**src/rtl/lab4_branch_scorer_pkg.sv**
```systemverilog
// rtl/lab4_branch_scorer_pkg.sv - shared state encoding and defaults for the branch trace scorer
package lab4_branch_scorer_pkg;

    localparam int CNT_W_DEFAULT = 32;

    typedef enum logic [2:0] {
        S_IDLE    = 3'd0,
        S_READY   = 3'd1,
        S_PREDICT = 3'd2,
        S_UPDATE  = 3'd3,
        S_DONE    = 3'd4
    } state_t;

endpackage

```
**src/rtl/lab4_branch_SatCounter.sv**
```systemverilog
// rtl/lab4_branch_SatCounter.sv - saturating up-counter with synchronous clear
module lab4_branch_SatCounter #(
    parameter int W = 32
) (
    input  logic         clk,
    input  logic         reset,
    input  logic         clear,
    input  logic         inc,
    output logic [W-1:0] count
);

    logic [W-1:0] count_q, count_d;

    // Clear has priority so a start on the same edge as a final update leaves zero.
    always_comb begin
        count_d = count_q;
        if (clear) begin
            count_d = '0;
        end else if (inc && (count_q != {W{1'b1}})) begin
            count_d = count_q + 1'b1;
        end
    end

    always_ff @(posedge clk or posedge reset) begin
        if (reset) begin
            count_q <= '0;
        end else begin
            count_q <= count_d;
        end
    end

    assign count = count_q;

endmodule

```
**src/rtl/lab4_branch_trace_scorer.sv**
```systemverilog
// rtl/lab4_branch_trace_scorer.sv - drives a branch predictor from a resolved-branch trace and scores it
// Optional direction counters enabled by defining LAB4_BRANCH_TRACE_SCORER_DIR_EN.
module lab4_branch_trace_scorer
    import lab4_branch_scorer_pkg::*;
#(
    parameter int CNT_W = CNT_W_DEFAULT
) (
    input  logic             clk,
    input  logic             reset,
    input  logic             start,
    input  logic             trace_val,
    output logic             trace_rdy,
    input  logic [31:0]      trace_pc,
    input  logic             trace_taken,
    input  logic             trace_last,
    output logic [31:0]      bp_pc,
    input  logic             bp_prediction,
    output logic             bp_update_en,
    output logic             bp_update_val,
    output logic             mispredict,
    output logic [CNT_W-1:0] branch_count,
    output logic [CNT_W-1:0] mispredict_count,
`ifdef LAB4_BRANCH_TRACE_SCORER_DIR_EN
    output logic [CNT_W-1:0] taken_count,
    output logic [CNT_W-1:0] mispredict_taken_count,
`endif
    output logic             done
);

    state_t      state_q, state_d;
    logic [31:0] pc_q, pc_d;
    logic        taken_q, taken_d;
    logic        last_q, last_d;
    logic        pred_q, pred_d;
    logic        accept;
    logic        fire;

    assign trace_rdy = (state_q == S_READY) && !start;
    assign accept    = trace_val && trace_rdy;
    // A start during UPDATE discards the entry, so the strobe and counts are suppressed.
    assign fire      = (state_q == S_UPDATE) && !start;

    always_comb begin
        state_d = state_q;
        pc_d    = pc_q;
        taken_d = taken_q;
        last_d  = last_q;
        pred_d  = pred_q;
        unique case (state_q)
            S_IDLE: begin
                if (start) state_d = S_READY;
            end
            S_READY: begin
                if (start) begin
                    state_d = S_READY;
                end else if (accept) begin
                    state_d = S_PREDICT;
                    pc_d    = trace_pc;
                    taken_d = trace_taken;
                    last_d  = trace_last;
                end
            end
            S_PREDICT: begin
                pred_d  = bp_prediction;
                state_d = start ? S_READY : S_UPDATE;
            end
            S_UPDATE: begin
                if (start)       state_d = S_READY;
                else if (last_q) state_d = S_DONE;
                else             state_d = S_READY;
            end
            S_DONE: begin
                if (start) state_d = S_READY;
            end
            default: state_d = S_IDLE;
        endcase
    end

    always_ff @(posedge clk or posedge reset) begin
        if (reset) begin
            state_q <= S_IDLE;
            pc_q    <= '0;
            taken_q <= 1'b0;
            last_q  <= 1'b0;
            pred_q  <= 1'b0;
        end else begin
            state_q <= state_d;
            pc_q    <= pc_d;
            taken_q <= taken_d;
            last_q  <= last_d;
            pred_q  <= pred_d;
        end
    end

    assign bp_pc         = pc_q;
    assign bp_update_en  = fire;
    assign bp_update_val = taken_q;
    assign mispredict    = fire && (pred_q != taken_q);
    assign done          = (state_q == S_DONE);

    lab4_branch_SatCounter #(.W(CNT_W)) u_branch_cnt (
        .clk   (clk),
        .reset (reset),
        .clear (start),
        .inc   (fire),
        .count (branch_count)
    );

    lab4_branch_SatCounter #(.W(CNT_W)) u_mispredict_cnt (
        .clk   (clk),
        .reset (reset),
        .clear (start),
        .inc   (mispredict),
        .count (mispredict_count)
    );

`ifdef LAB4_BRANCH_TRACE_SCORER_DIR_EN
    lab4_branch_SatCounter #(.W(CNT_W)) u_taken_cnt (
        .clk   (clk),
        .reset (reset),
        .clear (start),
        .inc   (fire && taken_q),
        .count (taken_count)
    );

    lab4_branch_SatCounter #(.W(CNT_W)) u_mispredict_taken_cnt (
        .clk   (clk),
        .reset (reset),
        .clear (start),
        .inc   (mispredict && taken_q),
        .count (mispredict_taken_count)
    );
`endif

endmodule
```
**config.mk**
```make
export PLATFORM = sky130hd
export DESIGN_NAME = lab4_branch_trace_scorer
export DESIGN_NICKNAME = d
export VERILOG_FILES = /design/src/rtl/lab4_branch_scorer_pkg.sv /design/src/rtl/lab4_branch_SatCounter.sv /design/src/rtl/lab4_branch_trace_scorer.sv
export SDC_FILE = /design/constraint.sdc
export NUM_CORES = 1
export LEC_CHECK = 0
export ABC_CLOCK_PERIOD_IN_PS = 3400
export CELL_PAD_IN_SITES_DETAIL_PLACEMENT = 0
export CELL_PAD_IN_SITES_GLOBAL_PLACEMENT = 1
export CORE_UTILIZATION = 34
export DETAILED_ROUTE_END_ITERATION = 10
export PLACE_DENSITY = 0.86
export RECOVER_POWER = 50
export SETUP_SLACK_MARGIN = 0.5
export SKIP_LAST_GASP = 1
export SLEW_MARGIN = 0
export SYNTH_ARGS = -nofsm -noshare
export SYNTH_HDL_FRONTEND = slang
export SYNTH_SLANG_ARGS = --single-unit
export TNS_END_PERCENT = 1
```
**constraint.sdc**
```tcl
create_clock -name clk -period 3.4 [get_ports clk]
set_clock_uncertainty 0.1 [all_clocks]
set_input_delay 0.68 -clock clk [delete_from_list [all_inputs] [get_ports clk]]
set_output_delay 0.68 -clock clk [all_outputs]
set_load 0.1 [all_outputs]
```
# Yosys cells after proc, flatten, opt, wreduce, memory -nomap -nowiden
# Cells that the tools add are included.
totals:
  reg_bits: 102
  in_bits: 39
  output_inout_bits: 101
  elab_cells: 43
classes:
  addsub: 2
  eq_ne: 9
  mux: 11
  bitwise: 1
  reduce_logical: 13
op_table:
  columns: ["operator", "count"]
  rows:
  - ["$mux W32", 4]
  - ["$add A32 B1 Y32 const B", 2]
  - ["$ne A32 B32 Y1 const B", 2]
  - ["$mux W3", 5]
  - ["$pmux W3 S4", 1]
  - ["$eq A3 B2 Y1 const B", 2]
  - ["$logic_and A1 B1 Y1", 6]
  - ["$reduce_bool A2 Y1", 2]
  - ["$eq A3 B1 Y1 const B", 1]
  - ["$eq A3 B3 Y1 const B", 1]
  - ["$logic_not A3 Y1", 1]
  - ["$ne A3 B3 Y1 const B", 1]
  - ["$reduce_and A3 Y1", 1]
  - ["$mux W2", 1]
  - ["$ne A2 B1 Y1 const B", 1]
  - ["$reduce_and A2 Y1", 1]
  - ["$reduce_or A2 Y1", 1]
  - ["$logic_not A1 Y1", 1]
  - ["$ne A1 B1 Y1", 1]
  - ["$not A1 Y1", 1]

# Longest topological paths before layout
# Gate-level depths: netlist of run 1.
logic_depth:
  word_depth: 6
  depth_mapped: 11
  depth_no_buf: 7

# By module
# From an unflattened synthesis of run 1, not the netlist that was laid out.
unflattened:
  hier_cells: 478
  hier_area_um2: 5201.2
by_module_without_submodules:
  columns: ["module", "n_inst", "cells_each", "area_each_um2", "seq_area_each_um2"]
  rows:
  - ["lab4_branch_SatCounter (u_branch_cnt)", 1, 195, 1826.8, 800.8]
  - ["lab4_branch_SatCounter (u_mispredict_cnt)", 1, 186, 1740.4, 800.8]
  - ["lab4_branch_trace_scorer", 1, 97, 1634.1, 950.9]

# Least setup slack after synthesis of run 1
# Ideal clock, no wire load.
synth_timing:
  path_kind: "input -> register"
  from: "in start"
  to: "reg taken_q (netlist: bp_update_val)"
  setup_ns: 0.126
  t_arrival_ns: 5.398
  required_ns: 3.174
  slack_ns: -2.224
  path_stages: 5
  n_path_buf: 2
  path_cell_list: "clkbuf_1 nor4b_1 nand2_1 clkbuf_1 mux2_2"
synth_between:
  elab_chain_cells: 4
  elab_cells_between_ends: 5
  classes_between: "bitwise (1); reduce/logical (4)"
synth_lines:
  columns: ["item", "line_no", "source"]
  rows:
  - ["start: declaration", "lab4_branch_trace_scorer.sv:10", "input logic start,"]
  - ["$logic_not A1 Y1", "lab4_branch_trace_scorer.sv:38", "assign trace_rdy = (state_q == S_READY) && !start;"]
  - ["$logic_and A1 B1 Y1", "lab4_branch_trace_scorer.sv:38", null]
  - ["named net trace_rdy", "lab4_branch_trace_scorer.sv:12", "output logic trace_rdy,"]
  - ["$logic_and A1 B1 Y1", "lab4_branch_trace_scorer.sv:39", "assign accept = trace_val && trace_rdy;"]
  - ["$reduce_and A3 Y1 (no line)", null, null]
  - ["end signal: assignment", "lab4_branch_trace_scorer.sv:89", "taken_q <= taken_d;"]
  - ["end: declaration", "lab4_branch_trace_scorer.sv:32", "logic taken_q, taken_d;"]
# The timed path passes the listed nets, and every way through them passes these cells.
# A chain may end at the register's enable or synchronous reset.

# Worst setup path after layout of run 1
layout_timing:
  from: "in start"
  to: "out trace_rdy"
layout_between:
  elab_chain_cells: 2
layout_lines:
  columns: ["item", "line_no"]
  rows:
  - ["$logic_not A1 Y1", "lab4_branch_trace_scorer.sv:38"]
  - ["$logic_and A1 B1 Y1", "lab4_branch_trace_scorer.sv:38"]
  - ["end: declaration", "lab4_branch_trace_scorer.sv:12"]
# Every way passes these cells.

==> flow_summary_export.csv, run 1 <==
group,metric,value,unit
run_status,status,"complete, but fails checks",
run_status,violations,"max-capacitance violations, max-slew violations",
worst_setup_path,critPathSlowestCell,"dlygate4sd3_1",
worst_setup_path,crit_chain,"dlygate4sd3_1 > buf_4 > nor4b_4 > buf_12",
clocking,ctsHoldBuffers,0,
clocking,clockBufferDepth,2,
finish,nets,710,
clocking,cts_buffers,9,
flow_run,maxCapViolations,1,
worst_setup_path,cp.arrival,2110,ps
route,dr_wl_met2,7390,um
clocking,clock-sinks,102,
power,leakage,2.89,nW
timing,holdWs,407,ps
yosys,synth_warnings,0,
timing,setup_viol,0,
grt,grt_first_pass_wirelength,24300,um
worst_setup_path,cpLargestDelayFamily,"buffers and inverters",
timing,fin_setup_tns,0,ps
yosys,syn_inst,525,
finish,final_cells,863,
grt,grtUsageTotal,0.191,
grt,grt_max_degree,55,
floorplanning,rows,45,
timing,slew_viol_final,49,
route,dr.first_iter.drc_count,344,
worst_hold_path,holdCritPathClass,"flip-flop to flip-flop",
yosys,yosysTopAreaCell,"dfrtp_1",
clocking,cts_root_buf,"clkbuf_16",
timing,relSlewSlack,-0.243,
route,viasPerCell,5.71,
worst_setup_path,cp_max_fo,43,
yosys,synth_edf_count,0,
floorplanning,die_x,127,um
placed_design,gp_congestion,0.838,
clocking,cts_tree,"done",
worst_setup_path,worst-path-buf-inv,3,
finish,syn_to_final_growth,30.8,%
floorplanning,ioPinCount,140,
yosys,syn-num-nets,566,
route,drtAntennaViolNets,0,
worst_setup_path,critical_path_class,"primary input to output port",
route,post_drt_wl_per_cell,17.4,um
timing,rsz0062_at_grt,"no",
yosys,synthMostInstantiatedCell,"dfrtp_1",
yosys,synth-seq-cells,102,
worst_setup_path,crit_required,2620,ps
floorplanning,initial_utilization,0.347,
yosys,ys_async_sr_fraction,1.00,
yosys,synth_seq_area_share,0.483,
yosys,ys_top_cells_by_area,"dfrtp_1 48%, mux2_2 8.5%, nand3_1 3.2%",
worst_setup_path,endpoint_kind,"output port",
grt,gr-total-overflow,0,
yosys,synth_top_flop_cell,"dfrtp_1",
yosys,synth_cell_type_count,54,
timing,tightest_slew,1860,ps
floorplanning,dieArea,16000,um^2
clocking,htree_levels,3,
grt,antenna_found_initial,1,
route,drtPass1Iterations,4,
placed_design,hpwl,10500,um
timing,finalHoldViolations,0,
yosys,syn_area_per_cell,10.1,um^2
yosys,yosys-top-cells-count,"102 x dfrtp_1, 40 x mux2_2, 39 x nand2_1, 34 x nand3_1, 30 x nor2_1",
route,top_layer,"met4",
clocking,cts.reportedPaths.clkPinSlew,70,ps
finish,drive_gt1_frac,0.212,
timing,min_period,2890,ps
placed_design,dp.cells,844,
timing,fmax,346,MHz
worst_setup_path,critical_path.max_stage_delay,550,ps
power,max-vdd-ir-drop,0.000522,V
route,totalWireLength,15000,um
yosys,synth_top_cell_area_share,0.483,
grt,grt_pass1_vias,4801,
yosys,netlist_area,5280,um^2
route,drc,0,
route,dr_wl_met3,852,um
floorplanning,core,15200,um^2
placed_design,io_buffers,139,
route,met1_length,6570,um
power,p_per_area,587,nW/um^2
timing,post-route-period-util,0.850,
floorplanning,die_h,127,um
clocking,worstSkewPairLatency,360,ps
route,vias,4927,
worst_setup_path,start_kind,"primary input",
finish,n_fill_cell,1520,
==> metal layers <==
metal	up-vias	GRT usage
met5	-	0
met4	0	0.0638
met3	18	0.0502
met2	159	0.325
met1	2447	0.236
li1	2303	-
==> registers in the layout (all words and copies together), names as in the netlist <==
register,flops
bp_pc,32
u_branch_cnt.count,32
u_mispredict_cnt.count,32
state_q,3
bp_update_val,1
last_q,1
pred_q,1
==> through the flow <==
stage	power, W	utilization	setup slack (ps)	area [um^2]
detailed placement	0.00318	0.445	394	6770
global placement	0.00316	0.445	463	6770
CTS	0.00423	0.465	601	7070
global route	0.00420	0.454	357	6900
floorplan	0.00278	-	-55.5	5300
finish	0.00405	0.454	510	6900
==> layout make-up <==
class | count | area [um^2] | area share
multi-input combinational | 384 | 2610 | 0.378
sequential | 102 | 2550 | 0.370
timing repair buffer | 160 | 1170 | 0.169
tap | 188 | 235 | 0.0341
clock buffer | 9 | 225 | 0.0326
clock inverter | 7 | 63.8 | 0.00924
inverter | 12 | 45.0 | 0.00652
antenna | 1 | 2.50 | 0.000362
==> power breakdown <==
group / switching [W] / internal [W] / leakage, nW
clock: 0.000514 / 0.000516 / 0.143
combinational: 0.00129 / 0.000268 / 1.41
sequential: 0.0000949 / 0.00137 / 1.34
==> cell usage in the layout, fill, tap and decap left out, types with 10 or more instances in the layout <==
master,netlist,routed
nor4_1,12,12
a21oi_1,28,28
or4_1,19,19
clkbuf_1,23,47
nand4_1,26,26
nand2_1,39,39
o21ai_0,20,20
o31ai_1,16,15
nand3_1,34,34
or3_1,10,10
inv_1,10,10
nor2_1,30,30
buf_4,0,71
mux2_2,40,40
dfrtp_1,102,102
clkdlybuf4s50_1,0,36
==> path summary, 6_finish.rpt <==
| check | slack [ps] | to | cells after the start | from |
|---|---|---|---|---|
| min | 410 | bp_pc[15] | 1 | bp_pc[15] |
| max reg2reg | 690 | u_branch_cnt.count[14] | 6 | u_branch_cnt.count[10] |
| max in group asynchronous | 850 | u_mispredict_cnt.count[31] | 3 | reset |
| min reg2reg | 410 | bp_pc[15] | 1 | bp_pc[15] |
| max | 510 | trace_rdy | 4 | start |
| min in group asynchronous | 1250 | bp_pc[17] | 2 | reset |
==> cells by family (layout without fill, tap and decap cells) <==
| family | after synthesis | in the layout | synth area share |
|---|---|---|---|
| muxes | 45 | 45 | 0.0948 |
| and+or+nand+nor | 218 | 218 | 0.233 |
| adders and majority gates | 2 | 2 | 0.00474 |
| buffers and inverters | 39 | 188 | 0.0287 |
| other | 0 | 1 | 0 |
| DFF | 102 | 102 | 0.483 |
| AOI/OAI and AO/OA | 113 | 113 | 0.146 |
| xor gates and xnor gates | 6 | 6 | 0.00995 |
==> repair_timing <==
| action | CTS | global route |
|---|---|---|
| setup buffers | 0 | 2 |
| resized for setup | 1 | 0 |
| endpoints found under the setup margin | 10 | 18 |
==> worst reg2reg max path, cell delays in order, from the launching register on <==
cell     delay (ps)
dfrtp_1         520
nand4_1         310
nor4_2          530
and4b_1         510
buf_4           270
nor4_1           80
mux2_2          280
Power figures use the tool's default switching activity.
==> run 2: changes to the inputs <==
--- a/config.mk
+++ b/config.mk
@@ -5,12 +5,12 @@
 export SDC_FILE = /design/constraint.sdc
 export NUM_CORES = 1
 export LEC_CHECK = 0
-export ABC_CLOCK_PERIOD_IN_PS = 3400
+export ABC_CLOCK_PERIOD_IN_PS = 3000
 export CELL_PAD_IN_SITES_DETAIL_PLACEMENT = 0
 export CELL_PAD_IN_SITES_GLOBAL_PLACEMENT = 1
-export CORE_UTILIZATION = 34
+export CORE_UTILIZATION = 37
 export DETAILED_ROUTE_END_ITERATION = 10
-export PLACE_DENSITY = 0.86
+export PLACE_DENSITY = 0.88
 export RECOVER_POWER = 50
 export SETUP_SLACK_MARGIN = 0.5
 export SKIP_LAST_GASP = 1
==> constraint.sdc (replaced) <==
create_clock -name clk -period 3 [get_ports clk]
set_clock_uncertainty 0.1 [all_clocks]
set_input_delay 0.6 -clock clk [delete_from_list [all_inputs] [get_ports clk]]
set_output_delay 0.6 -clock clk [all_outputs]
set_load 0.1 [all_outputs]
==> flow_summary_export.csv, run 2 (same netlist as run 1, synthesis figures left out) <==
group,metric,value,unit
route,dr.first_iter.drc_count,355,
route,viasPerCell,5.71,
timing,setup_viol,0,
finish,nets,727,
worst_setup_path,cp_max_fo,7,
placed_design,place_ws,202,ps
grt,grt_max_degree,52,
grt,grtUsageTotal,0.198,
power,leakage,2.99,nW
floorplanning,die_x,121,um
timing,finalHoldViolations,0,
power,max-vdd-ir-drop,0.000643,V
finish,syn_to_final_growth,34.1,%
placed_design,hpwl,10400,um
timing,fmax,398,MHz
floorplanning,ioPinCount,140,
worst_setup_path,endpoint_kind,"flip-flop",
clocking,cts_root_buf,"clkbuf_16",
route,totalWireLength,14500,um
clocking,cts_buffers,9,
clocking,clockBufferDepth,2,
route,drtPass1Iterations,4,
route,post_drt_wl_per_cell,16.7,um
route,drc,0,
placed_design,placed_cell_area,6880,um^2
run_status,status,"finished clean",
worst_setup_path,cp.arrival,2680,ps
grt,grt_first_pass_wirelength,23000,um
worst_hold_path,holdCritPathClass,"flip-flop to flip-flop",
worst_setup_path,critical_path_class,"flip-flop to flip-flop",
placed_design,io_buffers,139,
finish,finish.utilization,0.510,
timing,post-route-period-util,0.837,
timing,relSlewSlack,0.161,
worst_setup_path,start_kind,"flip-flop",
grt,grt_pass1_vias,4693,
clocking,clock-sinks,102,
clocking,cts.reportedPaths.clkPinSlew,70,ps
clocking,worstSkewPairLatency,350,ps
floorplanning,core,13900,um^2
timing,rsz0062_at_grt,"yes",
placed_design,gp_congestion,0.856,
finish,diodes,0,
route,drtAntennaViolNets,0,
worst_setup_path,crit_required,3170,ps
route,vias,4976,
finish,layout_common_cells,"99 x dfrtp_1, 82 x buf_4, 49 x clkbuf_1",
finish,final_common_cell,"dfrtp_1",
grt,antenna_found_initial,0,
finish,stdcell_area,7080,um^2
timing,min_period,2510,ps
floorplanning,dieArea,14800,um^2
floorplanning,rows,43,
timing,tightest_slew,1260,ps
clocking,ctsHoldBuffers,0,
timing,timing.final.ws_setup,489,ps
grt,gr-total-overflow,0,
clocking,cts_tree,"done",
clocking,htree_levels,3,
floorplanning,die_h,121,um
power,p_per_area,655,nW/um^2
floorplanning,initial_utilization,0.380,
finish,drive_gt1_frac,0.239,
flow_run,maxCapViolations,0,
timing,slew_viol_final,0,
## run 2: where the power goes
part           total [W]  internal (W)  switching, W
combinational    0.00179      0.000320       0.00147
clock            0.00120      0.000692      0.000506
sequential       0.00165       0.00155      0.000104
total            0.00464       0.00256       0.00208
## run 2: worst paths after layout
kind                       slack, ps                 startpoint  cells past startpoint                         end
max in group asynchronous        850                      reset                      3   u_mispredict_cnt.count[8]
min in group asynchronous        720                      reset                      2      u_branch_cnt.count[31]
min                              410                  bp_pc[24]                      1                   bp_pc[24]
max reg2reg                      490  u_mispredict_cnt.count[5]                      5  u_mispredict_cnt.count[31]
min reg2reg                      410                  bp_pc[24]                      1                   bp_pc[24]
max                              490  u_mispredict_cnt.count[5]                      5  u_mispredict_cnt.count[31]
## run 2: metal layers
metal,track usage,vias to the layer above,wire length (um)
met5,0,-,0
li1,-,2335,-
met4,0.0579,0,156
met3,0.0559,12,883
met2,0.327,158,7250
met1,0.251,2471,6210
## run 2: what timing repair did
item	4_1_cts	5_1_grt
pin swaps	2	1
setup buffers	2	4
setup endpoints to repair	26	41
resized for setup	7	3
## run 2: critical path, stage by stage, from the launching register on
cell	delay [ps]
dfrtp_1	420
nand4_2	180
or4_4	620
or4_4	460
or4b_1	480
a21oi_1	170
## run 2: metrics by stage
step	setup TNS, ps	power (W)	cells	hold WS [ps]
after floorplan	-38650	0.00315	525	402
after global placement	0	0.00359	849	392
final	0	0.00464	871	408
after global routing	0	0.00481	871	426
after CTS	0	0.00484	867	415
after detailed placement	0	0.00361	849	399
## run 2: final cells by class
class / count / area (um^2)
fillers: 1363 / 6800
multi-input cells: 384 / 2620
flip-flops and latches: 102 / 2560
repair buffers: 177 / 1330
clock buffers: 13 / 260
well taps: 180 / 225
inverters: 12 / 47.5
clock inverters: 3 / 42.5
==> run 3: changes to the inputs <==
--- a/config.mk
+++ b/config.mk
@@ -5,12 +5,12 @@
 export SDC_FILE = /design/constraint.sdc
 export NUM_CORES = 1
 export LEC_CHECK = 0
-export ABC_CLOCK_PERIOD_IN_PS = 3000
+export ABC_CLOCK_PERIOD_IN_PS = 2050
 export CELL_PAD_IN_SITES_DETAIL_PLACEMENT = 0
 export CELL_PAD_IN_SITES_GLOBAL_PLACEMENT = 1
-export CORE_UTILIZATION = 37
+export CORE_UTILIZATION = 34
 export DETAILED_ROUTE_END_ITERATION = 10
-export PLACE_DENSITY = 0.88
+export PLACE_DENSITY = 0.86
 export RECOVER_POWER = 50
 export SETUP_SLACK_MARGIN = 0.5
 export SKIP_LAST_GASP = 1
==> constraint.sdc (replaced) <==
create_clock -name clk -period 2.05 [get_ports clk]
set_clock_uncertainty 0.1 [all_clocks]
set_input_delay 0.41 -clock clk [delete_from_list [all_inputs] [get_ports clk]]
set_output_delay 0.41 -clock clk [all_outputs]
set_load 0.1 [all_outputs]
==> flow_summary_export.csv, run 3 (same netlist as run 1, synthesis figures left out) <==
group,metric,value,unit
run_status,status,"complete, but fails checks",
run_status,violations,"negative setup slack",
timing,slew_viol_final,0,
worst_setup_path,reg2reg_depth,5,
power,switching_share,0.428,
timing,holdWs,412,ps
finish,layout_common_cells,"159 x buf_4, 71 x buf_12, 57 x dfrtp_1",
clocking,clock-sinks,102,
power,leakage,3.78,nW
finish,syn_to_final_growth,68.7,%
power,total_power,0.00733,W
placed_design,place_ws,-563,ps
grt,grtUsageTotal,0.211,
timing,fmax,430,MHz
route,dr.first_iter.drc_count,381,
finish,nets,822,
clocking,worstSkewPairLatency,360,ps
worst_setup_path,endpoint_kind,"flip-flop",
worst_setup_path,critPathSlowestCell,"or4_4",
grt,antenna_found_initial,0,
placed_design,io_buffers,139,
timing,min_period,2330,ps
placed_design,dp.cells,958,
power,power_frac_clock,0.272,
worst_setup_path,rr_endpoint,"u_mispredict_cnt.count[31]",
route,vias,5441,
timing,post-route-period-util,1.14,
clocking,cts_buffers,9,
route,top_layer,"met4",
placed_design,hpwl,12200,um
floorplanning,core,15200,um^2
worst_hold_path,worstHoldPathCells,1,
worst_hold_path,min_to,"bp_pc[5]",
floorplanning,rows,45,
worst_setup_path,start_kind,"flip-flop",
worst_setup_path,worst-path-buf-inv,0,
power,p_int,0.00419,W
worst_hold_path,holdCritPathClass,"flip-flop to flip-flop",
route,met1_length,6900,um
grt,grt_pass1_vias,5464,
route,totalWireLength,16400,um
finish,final_common_cell,"buf_4",
route,drc,0,
worst_setup_path,timing.rr.start,"u_mispredict_cnt.count[7]",
timing,rsz0062_at_grt,"yes",
clocking,htree_levels,3,
finish,drive_gt1_frac,0.450,
finish,finish.utilization,0.586,
finish,diodes,0,
worst_setup_path,crit_required,2220,ps
timing,finalHoldViolations,0,
worst_setup_path,cp_max_fo,5,
worst_setup_path,cpLargestDelayFamily,"simple AND/OR/NAND/NOR gates",
clocking,cts_tree,"done",
worst_setup_path,crit_chain,"nand4_1 > or4_4 > or4_4 > or4b_1 > a21oi_1",
power,combPwrFrac,0.398,
power,p_per_area,823,nW/um^2
route,viasPerCell,5.59,
floorplanning,die_x,127,um
power,pwr-share-seq,0.330,
timing,timing.final.ws_setup,-277,ps
floorplanning,dieArea,16000,um^2
clocking,post_cts_buffers,0,
route,dr_wl_met3,881,um
power,p_switching,0.00313,W
worst_setup_path,reg2reg_slack,-280,ps
placed_design,gp_congestion,0.923,
worst_setup_path,critical_path.max_stage_delay,570,ps
finish,final_cells,974,
flow_run,maxCapViolations,0,
worst_setup_path,cp.arrival,2500,ps
worst_setup_path,path_common_cell,"or4_4",
power,max-vdd-ir-drop,0.000972,V
timing,tightest_slew,1190,ps
route,post_drt_wl_per_cell,16.9,um
worst_hold_path,hold_start,"bp_pc[5]",
floorplanning,initial_utilization,0.347,
route,drtAntennaViolNets,0,
grt,grt_first_pass_wirelength,27000,um
floorplanning,die_h,127,um
clocking,cts.reportedPaths.clkPinSlew,70,ps
timing,setup_viol,43,
grt,gr-total-overflow,0,
clocking,cts_root_buf,"clkbuf_16",
timing,relSlewSlack,0.209,
route,dr_wl_met2,8290,um
grt,grt_max_degree,45,
floorplanning,ioPinCount,140,
clocking,clockBufferDepth,2,
route,drtPass1Iterations,5,
worst_setup_path,critical_path_class,"flip-flop to flip-flop",
run 3: cell types whose count changed in the layout (fill, tap and decap cells not counted), sizes merged:
cell	before	now
dlygate4sd2	1	0
clkbuf	61	12
buf	91	231
inv	12	13
clkdlybuf4s50	35	37
clkinvlp	1	2
bufinv	1	3
dlygate4sd3	2	1
run 3: area by class of cell:
cell class,count,area (um^2)
Clock buffer,9,225
Clock inverter,7,120
Fill cell,1246,6300
Inverter,12,48.8
Multi-Input combinational cell,384,2650
Sequential cell,102,2610
Tap cell,188,235
Timing Repair Buffer,272,3020
run 3: repair_timing:
| item | CTS | global route |
|---|---|---|
| endpoints found under the setup margin | 168 | 173 |
| resized for setup | 1 | 6 |
| hold buffers | 0 | 0 |
| gates cloned | 0 | 0 |
| pin swaps | 3 | 0 |
run 3: worst max-delay path by stage:
stage | depth (start not counted) | startpoint | slack, ps | to
2_1_floorplan | 6 | u_mispredict_cnt.count[12] | -680 | u_mispredict_cnt.count[31]
3_3_place_gp | 10 | start | -480 | u_mispredict_cnt.count[16]
3_5_place_dp | 10 | start | -560 | u_mispredict_cnt.count[16]
4_1_cts | 5 | u_mispredict_cnt.count[7] | -280 | u_mispredict_cnt.count[31]
5_1_grt | 9 | u_mispredict_cnt.count[1] | -350 | u_mispredict_cnt.count[17]
6_report | 5 | u_mispredict_cnt.count[7] | -280 | u_mispredict_cnt.count[31]
run 3: power groups by stage:
| stage | logic, W | clock network [W] | registers [W] |
|---|---|---|---|
| 2_1_floorplan | 0.000471 | 0 | 0.00415 |
| 3_3_place_gp | 0.00289 | 0 | 0.00244 |
| 3_5_place_dp | 0.00294 | 0 | 0.00245 |
| 4_1_cts | 0.00294 | 0.00203 | 0.00242 |
| 5_1_grt | 0.00300 | 0.00209 | 0.00245 |
| 6_report | 0.00291 | 0.00199 | 0.00242 |
run 3: per-stage QoR:
| stage | area, um^2 | TNS (ps) |
|---|---|---|
| 2_1_floorplan | 5400 | -55920 |
| 4_1_cts | 8910 | -5400 |
| 3_5_place_dp | 8560 | -29210 |
| 5_1_grt | 8910 | -12890 |
| 3_3_place_gp | 8560 | -24830 |
| 6_report | 8910 | -5210 |
run 3: per-layer routing:
metal	vias to the layer above	global-route usage
li1	2528	-
met1	2663	0.260
met2	222	0.369
met3	28	0.0299
met4	0	0.0914
met5	-	0
